`src/rtl/instr_encoder_loader_pkg.sv`:
```
// instr_encoder_loader_pkg: shared format codes, RV32I opcodes, FSM states and immediate range helper
package instr_encoder_loader_pkg;
  localparam logic [2:0] FMT_I = 3'd0;
  localparam logic [2:0] FMT_S = 3'd1;
  localparam logic [2:0] FMT_B = 3'd2;
  localparam logic [2:0] FMT_U = 3'd3;
  localparam logic [2:0] FMT_J = 3'd4;
  localparam logic [2:0] FMT_R = 3'd5;
  localparam logic [6:0] OP_LOAD   = 7'h03;
  localparam logic [6:0] OP_IMM    = 7'h13;
  localparam logic [6:0] OP_STORE  = 7'h23;
  localparam logic [6:0] OP_OP     = 7'h33;
  localparam logic [6:0] OP_LUI    = 7'h37;
  localparam logic [6:0] OP_BRANCH = 7'h63;
  localparam logic [6:0] OP_JAL    = 7'h6F;
  typedef enum logic [1:0] {S_IDLE, S_RUN, S_DRAIN, S_FIN} state_t;
  // True when v is the sign extension of its low n bits (bits [31:n-1] all equal).
  function automatic logic fits_signed(input logic [31:0] v, input int unsigned n);
    logic [31:0] s;
    s = $signed(v) >>> (n - 1);
    return (s == '0) || (s == '1);
  endfunction
endpackage

```
`src/rtl/instr_encoder_loader_pack.sv`:
```
// instr_pack: combinational packing of decoded fields into an RV32I word with a legality flag
module instr_pack
  import instr_encoder_loader_pkg::*;
(
  input  logic [2:0]  i_fmt,
  input  logic [6:0]  i_opcode,
  input  logic [2:0]  i_funct3,
  input  logic [6:0]  i_funct7,
  input  logic [4:0]  i_rd,
  input  logic [4:0]  i_rs1,
  input  logic [4:0]  i_rs2,
  input  logic [31:0] i_imm,
  output logic [31:0] o_word,
  output logic        o_legal
);
  // Select the bit layout and range rule for the requested format; unknown formats stay illegal
  always_comb begin
    o_word  = '0;
    o_legal = 1'b0;
    case (i_fmt)
      FMT_I: begin
        o_word  = {i_imm[11:0], i_rs1, i_funct3, i_rd, i_opcode};
        o_legal = fits_signed(i_imm, 12);
      end
      FMT_S: begin
        o_word  = {i_imm[11:5], i_rs2, i_rs1, i_funct3, i_imm[4:0], i_opcode};
        o_legal = fits_signed(i_imm, 12);
      end
      FMT_B: begin
        o_word  = {i_imm[12], i_imm[10:5], i_rs2, i_rs1, i_funct3, i_imm[4:1], i_imm[11], i_opcode};
        o_legal = fits_signed(i_imm, 13) && !i_imm[0];
      end
      FMT_U: begin
        o_word  = {i_imm[31:12], i_rd, i_opcode};
        o_legal = i_imm[11:0] == '0;
      end
      FMT_J: begin
        o_word  = {i_imm[20], i_imm[10:1], i_imm[11], i_imm[19:12], i_rd, i_opcode};
        o_legal = fits_signed(i_imm, 21) && !i_imm[0];
      end
      FMT_R: begin
        o_word  = {i_funct7, i_rs2, i_rs1, i_funct3, i_rd, i_opcode};
        o_legal = 1'b1;
      end
      default: ;
    endcase
  end
endmodule

```
`src/rtl/instr_encoder_loader.sv`:
```
// instr_encoder_loader: streams decoded instruction fields into packed words written to consecutive memory words
module instr_encoder_loader
  import instr_encoder_loader_pkg::*;
#(
  parameter int ADDR_W = 32,
  parameter int CNT_W  = 16
) (
  input  logic              clk,
  input  logic              rst_n,
  input  logic              i_start,
  input  logic [ADDR_W-1:0] i_base_addr,
  input  logic              i_in_valid,
  output logic              o_in_ready,
  input  logic              i_in_last,
  input  logic [2:0]        i_in_fmt,
  input  logic [6:0]        i_in_opcode,
  input  logic [2:0]        i_in_funct3,
  input  logic [6:0]        i_in_funct7,
  input  logic [4:0]        i_in_rd,
  input  logic [4:0]        i_in_rs1,
  input  logic [4:0]        i_in_rs2,
  input  logic [31:0]       i_in_imm,
  output logic              o_mem_we,
  input  logic              i_mem_ready,
  output logic [ADDR_W-1:0] o_mem_addr,
  output logic [31:0]       o_mem_wdata,
  output logic              o_busy,
  output logic              o_done,
  output logic              o_err,
  output logic [CNT_W-1:0]  o_word_count,
  output logic [CNT_W-1:0]  o_err_count
);
  state_t              r_state, w_next;
  logic [ADDR_W-1:0]   r_addr, r_mem_addr;
  logic [31:0]         r_mem_wdata, w_word;
  logic                r_mem_we, r_err, w_legal, w_fire, w_wdone, w_load, w_begin;
  logic [CNT_W-1:0]    r_word_count, r_err_count;

  instr_pack u_pack (
    .i_fmt(i_in_fmt), .i_opcode(i_in_opcode), .i_funct3(i_in_funct3), .i_funct7(i_in_funct7),
    .i_rd(i_in_rd), .i_rs1(i_in_rs1), .i_rs2(i_in_rs2), .i_imm(i_in_imm),
    .o_word(w_word), .o_legal(w_legal)
  );

  assign o_in_ready = (r_state == S_RUN) && (!r_mem_we || i_mem_ready);
  assign w_fire     = i_in_valid && o_in_ready;
  assign w_wdone    = r_mem_we && i_mem_ready;
  assign w_load     = w_fire && w_legal;
  assign w_begin    = (r_state == S_IDLE) && i_start;

  // State register
  always_ff @(posedge clk or negedge rst_n) begin
    if (!rst_n) r_state <= S_IDLE;
    else        r_state <= w_next;
  end

  // Next state: a rejected last beat also ends the session; DRAIN waits for the output register to empty
  always_comb begin
    w_next = r_state;
    case (r_state)
      S_IDLE:  w_next = i_start ? S_RUN : S_IDLE;
      S_RUN:   w_next = (w_fire && i_in_last) ? S_DRAIN : S_RUN;
      S_DRAIN: w_next = r_mem_we ? S_DRAIN : S_FIN;
      default: w_next = S_IDLE;
    endcase
  end

  // Output register and next-write address: reloads on a legal beat, empties when a write completes alone
  always_ff @(posedge clk or negedge rst_n) begin
    if (!rst_n) begin
      r_addr      <= '0;
      r_mem_we    <= 1'b0;
      r_mem_addr  <= '0;
      r_mem_wdata <= '0;
    end else begin
      if (w_begin)     r_addr <= i_base_addr & ~ADDR_W'(3);
      else if (w_load) r_addr <= r_addr + ADDR_W'(4);
      if (w_load) begin
        r_mem_we    <= 1'b1;
        r_mem_addr  <= r_addr;
        r_mem_wdata <= w_word;
      end else if (w_wdone) begin
        r_mem_we    <= 1'b0;
      end
    end
  end

  // Session statistics: cleared by an accepted start, counters saturate at all-ones
  always_ff @(posedge clk or negedge rst_n) begin
    if (!rst_n) begin
      r_word_count <= '0;
      r_err_count  <= '0;
      r_err        <= 1'b0;
    end else if (w_begin) begin
      r_word_count <= '0;
      r_err_count  <= '0;
      r_err        <= 1'b0;
    end else begin
      if (w_wdone && ~&r_word_count) r_word_count <= r_word_count + CNT_W'(1);
      if (w_fire && !w_legal) begin
        r_err <= 1'b1;
        if (~&r_err_count) r_err_count <= r_err_count + CNT_W'(1);
      end
    end
  end

  assign o_mem_we     = r_mem_we;
  assign o_mem_addr   = r_mem_addr;
  assign o_mem_wdata  = r_mem_wdata;
  assign o_busy       = r_state != S_IDLE;
  assign o_done       = r_state == S_FIN;
  assign o_err        = r_err;
  assign o_word_count = r_word_count;
  assign o_err_count  = r_err_count;
endmodule

```
`config.mk`:
```
export PLATFORM = sky130hd
export DESIGN_NAME = instr_encoder_loader
export DESIGN_NICKNAME = d
export VERILOG_FILES = /design/src/rtl/instr_encoder_loader_pkg.sv /design/src/rtl/instr_encoder_loader_pack.sv /design/src/rtl/instr_encoder_loader.sv
export SDC_FILE = /design/constraint.sdc
export NUM_CORES = 1
export LEC_CHECK = 0
export CAP_MARGIN = 20
export CORE_MARGIN = 5
export CORE_UTILIZATION = 33
export DETAILED_ROUTE_END_ITERATION = 8
export PLACE_DENSITY = 0.59
export SLEW_MARGIN = 20
export SYNTH_ARGS = -nofsm -noshare
export SYNTH_HDL_FRONTEND = slang
export SYNTH_SLANG_ARGS = --single-unit
export TNS_END_PERCENT = 10
```
`constraint.sdc`:
```
create_clock -name clk -period 2.2 [get_ports clk]
set_input_delay 0.22 -clock clk [delete_from_list [all_inputs] [get_ports clk]]
set_output_delay 0.22 -clock clk [all_outputs]
set_load 0.1 [all_outputs]
```
# Word-level counts from Yosys, hierarchy flattened
# Cells that the tools add are included.
# Widths: inputs -> output; s select.
dict set report word_totals {
  register_bits 132
  inputBits 105
  output_inout_bits 101
  elab_cells 73
}
dict set report op_classes {
  addsub 3
  n_eq_ne 12
  muxes 17
  n_reduce_logical 33
}
# cell n
set op_table {}
lappend op_table {{$pmux 32 s6} 1}
lappend op_table {{$eq 32x32->1 const B} 3}
lappend op_table {{$logic_not 32->1} 3}
lappend op_table {{$mux 16} 5}
lappend op_table {{$mux 32} 2}
lappend op_table {{$add 16x1->16 const B} 2}
lappend op_table {{$add 32x3->32 const B} 1}
lappend op_table {{$reduce_and 16->1} 2}
lappend op_table {{$logic_not 12->1} 1}
lappend op_table {{$logic_and 1x1->1} 10}
lappend op_table {{$reduce_bool 2->1} 5}
lappend op_table {{$eq 3x2->1 const B} 2}
lappend op_table {{$eq 3x3->1 const B} 2}
lappend op_table {{$mux 1} 6}
lappend op_table {{$pmux 2 s3} 1}
lappend op_table {{$pmux 1 s5} 1}
lappend op_table {{$eq 2x2->1 const B} 2}
lappend op_table {{$logic_not 1->1} 4}
lappend op_table {{$logic_or 1x1->1} 4}
lappend op_table {{$eq 3x1->1 const B} 1}
lappend op_table {{$logic_not 3->1} 1}
lappend op_table {{$eq 2x1->1 const B} 1}
lappend op_table {{$logic_not 2->1} 1}
lappend op_table {{$mux 2} 1}
lappend op_table {{3 further kinds} 3}

# Logic depth before layout (Yosys ltp)
# Gate-level depths: netlist (run 1).
dict set report logic_depth {
  depth_word 8
  depth_mapped 10
  mapped_depth_nobuf 8
}

# Modules after synthesis
# From an unflattened synthesis (run 1), not the netlist that was laid out.
dict set report unflattened {
  hier_cells 810
  hier_area_um2 7009.2
}
# module instances cells_each area_each_um2
set modules_own_cells {}
lappend modules_own_cells {instr_encoder_loader 1 661 6045.8}
lappend modules_own_cells {instr_pack 1 149 963.4}

# Worst setup path after synthesis (run 1)
# OpenSTA, ideal clock, no wires.
dict set report synth_path {
  path_kind {register -> register}
  startpoint {reg r_mem_we (netlist: o_mem_we)}
  endpoint {reg r_err_count[6] (netlist: o_err_count[6])}
  setup_ns 0.078
  t_arrival_ns 4.988
  required_ns 2.122
  path_slack_ns -2.866
  stages_incl_launch_ff 7
  path_cell_list {dfrtp_1 > nor2b_1 > nor3b_1 > nand2_1 > or3_4 > or4_1 > a21oi_1}
}
dict set report synth_between {
  elab_chain_cells 7
}
# element line_no
set synth_lines {}
lappend synth_lines {{from (decl)} instr_encoder_loader.sv:36} ;# logic r_mem_we, r_err, w_legal, w_fire, w_wdone, w_load, w_begin;
lappend synth_lines {{from (signal assigned)} instr_encoder_loader.sv:72} ;# r_mem_we <= 1'b0;
lappend synth_lines {{from (signal assigned)} instr_encoder_loader.sv:79} ;# r_mem_we <= 1'b1;
lappend synth_lines {{from (signal assigned)} instr_encoder_loader.sv:83} ;# r_mem_we <= 1'b0;
lappend synth_lines {{$logic_not 1->1} instr_encoder_loader.sv:45} ;# assign o_in_ready = (r_state == S_RUN) && (!r_mem_we || i_mem_ready);
lappend synth_lines {{$logic_or 1x1->1} instr_encoder_loader.sv:45}
lappend synth_lines {{$logic_and 1x1->1} instr_encoder_loader.sv:45}
lappend synth_lines {{via o_in_ready} instr_encoder_loader.sv:13} ;# output logic o_in_ready,
lappend synth_lines {{$logic_and 1x1->1} instr_encoder_loader.sv:46} ;# assign w_fire = i_in_valid && o_in_ready;
lappend synth_lines {{$logic_and 1x1->1} instr_encoder_loader.sv:100} ;# if (w_fire && !w_legal) begin
lappend synth_lines {{$reduce_bool 2->1 (no source line)} -}
lappend synth_lines {{$reduce_and 2->1 (no source line)} -}
lappend synth_lines {{to (signal assigned)} instr_encoder_loader.sv:102} ;# if (~&r_err_count) r_err_count <= r_err_count + CNT_W'(1);
lappend synth_lines {{to (decl)} instr_encoder_loader.sv:37} ;# logic [CNT_W-1:0] r_word_count, r_err_count;
# The timed path passes the listed nets, and every way through them passes these cells.
# A chain may end at the register's enable or synchronous reset.

# Worst setup path in the final report (run 1)
dict set report layout_path {
  startpoint {reg r_err_count[0] (netlist: o_err_count[0])}
  endpoint {reg r_err_count[14] (netlist: o_err_count[14])}
}
dict set report layout_between {
  elab_chain_cells 4
  word_cells_on_any_way 7
}
# element line_no
set layout_lines {}
lappend layout_lines {{$add 16x1->16} instr_encoder_loader.sv:102}
lappend layout_lines {{$mux 16} instr_encoder_loader.sv:102}
lappend layout_lines {{$mux 16} instr_encoder_loader.sv:100}
lappend layout_lines {{$mux 16} instr_encoder_loader.sv:94} ;# end else if (w_begin) begin
# Several ways; a longest one is shown, not always the timed one. The select of a mux whose other input is x is not followed.

==> flow_metrics.env, run 1 <==
export IMPL_synth_yosys_warnings=0
export IMPL_fin_ws_ns=0.01389
export IMPL_setup_worst_path_start_class="flip-flop"
export IMPL_synth_seq_area_share=0.4912
export IMPL_flow_area_growth_from_synthesis_pct=60.44
export IMPL_cts_tree="done"
export IMPL_synth_cell_type_count=59
export IMPL_clock_root_buffer="sky130_fd_sc_hd__clkbuf_16"
export IMPL_powerDensity_nw_per_um2=1441
export IMPL_most_used_flip_flop_cell_after_synthesis="sky130_fd_sc_hd__dfrtp_1"
export IMPL_maxCapViolCount=0
export IMPL_synth_cells=738
export IMPL_clk_path_buf_depth=2
export IMPL_h_tree_depth=4
export IMPL_min_from="i_in_imm[18]"
export IMPL_worst_endpoint_required_ns=2.50
export IMPL_synth_common_cells="sky130_fd_sc_hd__nand2_1, sky130_fd_sc_hd__dfrtp_1, sky130_fd_sc_hd__nor2_1, sky130_fd_sc_hd__o21ai_0"
export IMPL_clock_latency_on_the_worst_skew_pair_ns=0.42
export IMPL_track_usage=0.1983
export IMPL_rrSetupSlack_ns=0.01
export IMPL_fraction_of_final_layout_cells_with_drive_strength_greater_than_1=0.3084
export IMPL_ir_worst_vdd_mv=0.6975
export IMPL_numClockSinks=128
export IMPL_place_hpwl_um=16910
export IMPL_power_leakage_uw=0.004903
export IMPL_detailedPlace_worstSlack_ns=-0.6970
export IMPL_hold_end="o_mem_wdata[18]"
export IMPL_detail_route_first_pass_iterations=5
export IMPL_syn_area_per_cell_um2=8.836
export IMPL_number_of_input_and_output_port_buffers_inserted=201
export IMPL_worst_setup_path_end_kind="flip-flop"
export IMPL_first_global_vias=6805
export IMPL_timing_reg2reg_worst_path_depth=12
export IMPL_setup_violations_final=0
export IMPL_detailroute_via_count=6736
export IMPL_cp_max_fo=2
export IMPL_layoutNonFillerInstCount=1336
export IMPL_hold_depth=3
export IMPL_min_path_type="in2reg"
export IMPL_synth_area_leader_cell="sky130_fd_sc_hd__dfrtp_1"
export IMPL_worstMarginPinSlew_ns=0.8745
export IMPL_final_hold_viol_count=0
export IMPL_synth_top_cells_by_area="sky130_fd_sc_hd__dfrtp_1, sky130_fd_sc_hd__nand2_1, sky130_fd_sc_hd__nor2_1"
export IMPL_core_area_um2=19460
export IMPL_totalWireLength_um=22670
export IMPL_design_die_area_um2=22670
export IMPL_count_of_final_max_slew_check_failures=0
export IMPL_r2r_path_end="o_err_count[14]"
export IMPL_clock_skew_ns=0.01063
export IMPL_post_synth_instance_area_um2=6521
export IMPL_cts_buffers_inserted=17
export IMPL_worst_slew_margin_rel=0.4003
export IMPL_reg2reg_from="o_err_count[0]"
export IMPL_grt_max_degree=52
export IMPL_rsz0062_at_grt="true"
export IMPL_register_bit_count_reported_by_yosys=128
export IMPL_post_route_min_period_ns=2.186
export IMPL_grt_antenna_before_repair=1
export IMPL_grt_first_pass_wirelength_um=35400
export IMPL_floorplan_initialDensity=0.3351
export IMPL_grt_overflow_total=0
export IMPL_drc_errors=0
export IMPL_async_set_or_reset_flop_fraction_in_the_synthesized_netlist=1.000
export IMPL_num_nets_final=1165
export IMPL_first_iter_violations=291
export IMPL_gpl_final_weighted_congestion=0.8190
export IMPL_routedWlPerCell_um=16.97
export IMPL_core_rowCount=51
export IMPL_avgViaCountPerCell=5.042
export IMPL_postRouteAntennaNets=0
export IMPL_number_of_fill_cells=1852
export IMPL_die_x_um=150.6
export IMPL_finalCritPeriodShare=0.9937
export IMPL_fmax_mhz=457.4
export IMPL_die_y_um=150.6
export IMPL_run_status="completed"
export IMPL_clk_pin_slew_worst_paths_ns=0.06
export IMPL_timing_setup_critical_path_class="reg2reg"
export IMPL_timing_critical_path_arrival_ns=2.48
export IMPL_synth_enable_flop_cells=0
export IMPL_synthMostInstantiatedCell="sky130_fd_sc_hd__nand2_1"
export IMPL_place_detailed_instances=1284
export IMPL_pin_count=206
export IMPL_synth_largest_type_area_fraction=0.4912
## worst max path at each step
stage,depth (start not counted),startpoint,end
finish,12,o_err_count[0],o_err_count[14]
global route,8,o_mem_we,o_err_count[6]
CTS,13,i_in_imm[17],o_err_count[13]
detailed placement,9,i_in_imm[16],o_mem_wdata[27]
global placement,9,i_in_imm[18],o_mem_wdata[27]
floorplan,6,o_mem_we,o_err_count[6]
## cell type report
class,instances,area (um^2),area share
Antenna cell,1,2.502,0.0002392
Clock buffer,19,432.9,0.04138
Clock inverter,13,103.9,0.009926
Inverter,14,52.55,0.005023
Multi-Input combinational cell,557,3396,0.3246
Sequential cell,128,3216,0.3073
Tap cell,265,331.6,0.03169
Timing Repair Buffer,339,2928,0.2798
## routing by layer
layer / wire (um) / GRT usage / up-vias
met2: 11210 / 0.3315 / 196
met5: 0 / 0 / -
li1: - / - / 3296
met4: 460 / 0.06800 / 0
met3: 1446 / 0.05689 / 30
met1: 9552 / 0.2460 / 3214
## logic make-up (layout without fill, tap and decap cells)
kind of cell | Yosys count | count (layout) | share of synthesized area
AOI/OAI and AO/OA | 143 | 143 | 0.1564
xor gates and xnor gates | 23 | 23 | 0.03089
DFF | 128 | 128 | 0.4912
buffers and inverters | 54 | 385 | 0.03607
and+or+nand+nor | 379 | 379 | 0.2680
muxes | 7 | 7 | 0.01113
adders and majority gates | 3 | 3 | 0.005757
other | 1 | 3 | 0.0005750
## cells in the final DEF (no fill, tap or decap), types with 4 or more instances in the layout
cell,netlist,routed
sky130_fd_sc_hd__nor3_1,20,17
sky130_fd_sc_hd__clkdlybuf4s50_1,0,66
sky130_fd_sc_hd__nand4_1,17,17
sky130_fd_sc_hd__nor4_1,15,12
sky130_fd_sc_hd__buf_4,3,215
sky130_fd_sc_hd__a21oi_1,18,17
sky130_fd_sc_hd__o21ai_1,6,7
sky130_fd_sc_hd__a311oi_1,7,7
sky130_fd_sc_hd__a221oi_1,23,14
sky130_fd_sc_hd__nor2_1,69,68
sky130_fd_sc_hd__and2_1,6,5
sky130_fd_sc_hd__or4_4,0,4
sky130_fd_sc_hd__inv_1,13,13
sky130_fd_sc_hd__o22ai_1,13,10
sky130_fd_sc_hd__clkbuf_16,0,17
sky130_fd_sc_hd__mux2i_1,5,5
sky130_fd_sc_hd__dfrtp_1,128,120
sky130_fd_sc_hd__clkinvlp_4,0,4
sky130_fd_sc_hd__o21ai_0,25,23
sky130_fd_sc_hd__and3_1,19,16
sky130_fd_sc_hd__o31ai_1,6,5
sky130_fd_sc_hd__buf_12,0,11
sky130_fd_sc_hd__dlygate4sd2_1,0,30
sky130_fd_sc_hd__or3_1,9,8
sky130_fd_sc_hd__buf_6,1,10
sky130_fd_sc_hd__a221o_1,6,6
sky130_fd_sc_hd__o2111ai_1,6,6
sky130_fd_sc_hd__dfrtp_2,0,7
sky130_fd_sc_hd__a221oi_2,0,9
sky130_fd_sc_hd__nand2b_1,4,4
sky130_fd_sc_hd__xnor2_1,12,12
sky130_fd_sc_hd__nand3_1,23,22
sky130_fd_sc_hd__nor4_2,3,4
sky130_fd_sc_hd__xor2_1,11,11
sky130_fd_sc_hd__a21o_1,7,7
sky130_fd_sc_hd__inv_6,0,4
sky130_fd_sc_hd__nand2_1,175,173
## critical path: stages (launching register included)
cell and delay (ns):
sky130_fd_sc_hd__dfrtp_2 0.39, sky130_fd_sc_hd__ha_4 0.15, sky130_fd_sc_hd__nand3_4 0.08, sky130_fd_sc_hd__or4_4 0.45, sky130_fd_sc_hd__nor2_4 0.11, sky130_fd_sc_hd__buf_4 0.11, sky130_fd_sc_hd__buf_4 0.10, sky130_fd_sc_hd__buf_4 0.09
sky130_fd_sc_hd__buf_4 0.09, sky130_fd_sc_hd__buf_4 0.09, sky130_fd_sc_hd__buf_4 0.09, sky130_fd_sc_hd__nor2b_1 0.03, sky130_fd_sc_hd__a221o_1 0.28
## flip-flops by register name (all words and copies together) (netlist names)
name,count
o_mem_we,1
o_mem_wdata,32
o_err_count,16
o_word_count,16
r_state,2
o_err,1
r_addr,30
o_mem_addr,30
## where the power goes
group          switching (uW)  total (uW)  internal [uW]
Clock                    1140        2600           1460
Combinational            6420        8600           2180
Sequential                635        3870           3230
## stage by stage
step	util	hold slack, ns	TNS [ns]	cell area (um^2)	total power, uW
2_1_floorplan	-	-0.07559	-67.15	6570	9861
3_3_place_gp	0.4884	0.2180	-61.02	9505	12290
3_5_place_dp	0.4884	0.2155	-61.47	9505	12340
4_1_cts	0.5248	0.2388	-0.08154	10210	15050
5_1_grt	0.5376	0.2492	-0.1491	10460	15770
6_report	0.5376	0.2424	0	10460	15070
## what timing repair did
action | in CTS | in global routing
buffers inserted | 14 | 5
pin swaps | 17 | 12
setup endpoints to repair | 103 | 80
cloned | 1 | 0
hold endpoints to repair | 48 | 0
resized for setup | 57 | 45
hold buffers | 1 | 0
Power figures use the tool's default switching activity.
==> inputs of run 2 (changes only) <==
GPL_TIMING_DRIVEN = 0   (was default)
clock period = 1.92 ns   (was 2.2 ns; I/O delays follow)
==> flow_metrics.env, run 2 (synthesis gave the netlist of run 1 again) <==
export IMPL_postRouteAntennaNets=0
export IMPL_core_rowCount=51
export IMPL_first_iter_violations=454
export IMPL_grt_overflow_total=0
export IMPL_worstMarginPinSlew_ns=0.9984
export IMPL_n_antenna_cell=0
export IMPL_fraction_of_final_layout_cells_with_drive_strength_greater_than_1=0.2838
export IMPL_worst_slew_margin_rel=0.3153
export IMPL_violations="negative setup slack"
export IMPL_grt_first_pass_wirelength_um=37580
export IMPL_design_die_area_um2=22670
export IMPL_setup_worst_path_start_class="flip-flop"
export IMPL_grt_antenna_before_repair=0
export IMPL_final_hold_viol_count=0
export IMPL_numClockSinks=128
export IMPL_detailroute_via_count=7030
export IMPL_power_leakage_uw=0.005032
export IMPL_run_status="finished, violations left"
export IMPL_postPlaceCellArea_um2=8946
export IMPL_clock_skew_ns=0.01565
export IMPL_clock_latency_on_the_worst_skew_pair_ns=0.43
export IMPL_layout_core_utilization=0.5563
export IMPL_number_of_input_and_output_port_buffers_inserted=201
export IMPL_largest_register_ffs=32
export IMPL_core_area_um2=19460
export IMPL_clk_path_buf_depth=2
export IMPL_die_y_um=150.6
export IMPL_flow_area_growth_from_synthesis_pct=66.04
export IMPL_post_route_cell_area_um2=10830
export IMPL_clock_root_buffer="sky130_fd_sc_hd__clkbuf_16"
export IMPL_routedWlPerCell_um=18.91
export IMPL_totalWireLength_um=24860
export IMPL_fin_ws_ns=-0.2690
export IMPL_cp_max_fo=10
export IMPL_min_path_type="in2reg"
export IMPL_finalCritPeriodShare=1.140
export IMPL_worst_hold_slack_ns=0.01136
export IMPL_gpl_final_weighted_congestion=0.8576
export IMPL_layout_cells_most_common_list="sky130_fd_sc_hd__nand2_1, sky130_fd_sc_hd__dfrtp_1, sky130_fd_sc_hd__dlygate4sd2_1"
export IMPL_powerDensity_nw_per_um2=1621
export IMPL_cts_tree="done"
export IMPL_worst_endpoint_required_ns=2.23
export IMPL_avgViaCountPerCell=5.346
export IMPL_rsz0062_at_grt="true"
export IMPL_cts_buffers_inserted=17
export IMPL_fmax_mhz=456.8
export IMPL_drc_errors=0
export IMPL_grt_max_degree=66
export IMPL_pin_count=206
export IMPL_timing_critical_path_arrival_ns=2.50
export IMPL_ir_worst_vdd_mv=0.7441
export IMPL_mostFrequentLayoutCell="sky130_fd_sc_hd__nand2_1"
export IMPL_setup_violations_final=51
export IMPL_number_of_fill_cells=1730
export IMPL_floorplan_initialDensity=0.3351
export IMPL_worst_setup_path_end_kind="flip-flop"
export IMPL_count_of_final_max_slew_check_failures=0
export IMPL_detailedPlace_worstSlack_ns=-1.415
export IMPL_num_nets_final=1145
export IMPL_place_hpwl_um=16840
export IMPL_clk_pin_slew_worst_paths_ns=0.07
export IMPL_post_route_min_period_ns=2.189
export IMPL_h_tree_depth=4
export IMPL_detail_route_first_pass_iterations=5
export IMPL_maxCapViolCount=0
export IMPL_die_x_um=150.6
export IMPL_track_usage=0.2126
export IMPL_first_global_vias=6754
export IMPL_timing_setup_critical_path_class="reg2reg"
-- run 2: critical path, stage by stage (launching register included) --
cell and delay (ns):
sky130_fd_sc_hd__dfrtp_2 0.43, sky130_fd_sc_hd__ha_4 0.17, sky130_fd_sc_hd__nand3_4 0.11, sky130_fd_sc_hd__or4_4 0.15, sky130_fd_sc_hd__nor2_4 0.04, sky130_fd_sc_hd__and3_4 0.18
sky130_fd_sc_hd__or3_4 0.42, sky130_fd_sc_hd__buf_4 0.19, sky130_fd_sc_hd__o31ai_1 0.28, sky130_fd_sc_hd__a21oi_2 0.09
-- run 2: where the power goes --
part / total, uW / internal, uW / switching [uW]
registers: 4540 / 3720 / 822
logic: 9690 / 2240 / 7450
clock network: 3330 / 1970 / 1360
total: 17600 / 7930 / 9630
-- run 2: layout make-up --
type | count | area [um^2] | share of cell area
Multi-Input combinational cell | 557 | 3680 | 0.3398
Tap cell | 265 | 331.6 | 0.03062
Buffer | 38 | 427.9 | 0.03952
Inverter | 14 | 52.55 | 0.004853
Sequential cell | 128 | 3224 | 0.2978
Clock inverter | 13 | 148.9 | 0.01375
Timing Repair Buffer | 281 | 2520 | 0.2327
Clock buffer | 19 | 442.9 | 0.04091
-- run 2: timing repair --
item	in CTS	in global routing
setup endpoints to repair	225	142
setup buffers	45	36
hold buffers	1	0
hold endpoints to repair	64	0
pin swaps	27	44
resized for setup	336	130
cloned	0	1
-- run 2: through the flow --
step	total power, uW	setup TNS, ns	std cells
final	17550	-5.682	1315
after global routing	18280	-9.924	1315
after CTS	17210	-5.314	1280
after detailed placement	13870	-130.86	1206
after global placement	13810	-745.93	1205
after floorplan	11300	-102.67	739
-- run 2: worst paths after layout --
| check | start | endpoint | cells after the start | slack (ns) |
|---|---|---|---|---|
| setup / recovery | o_err_count[0] | o_err_count[6] | 9 | -0.27 |
| hold / removal | i_in_imm[19] | o_mem_wdata[19] | 3 | 0.01 |
| setup reg to reg | o_err_count[0] | o_err_count[6] | 9 | -0.27 |
| hold reg to reg | o_mem_wdata[30] | o_mem_wdata[30] | 2 | 0.46 |
| max in group asynchronous | rst_n | o_mem_we | 3 | 0.88 |
| min in group asynchronous | rst_n | o_mem_addr[22] | 2 | 0.29 |
-- run 2: layer usage --
metal / vias up / share of wire / track usage
li1: 3243 / - / -
met1: 3455 / 0.42 / 0.2805
met2: 286 / 0.49 / 0.3425
met3: 46 / 0.073 / 0.05960
met4: 0 / 0.023 / 0.06165
met5: - / 0 / 0
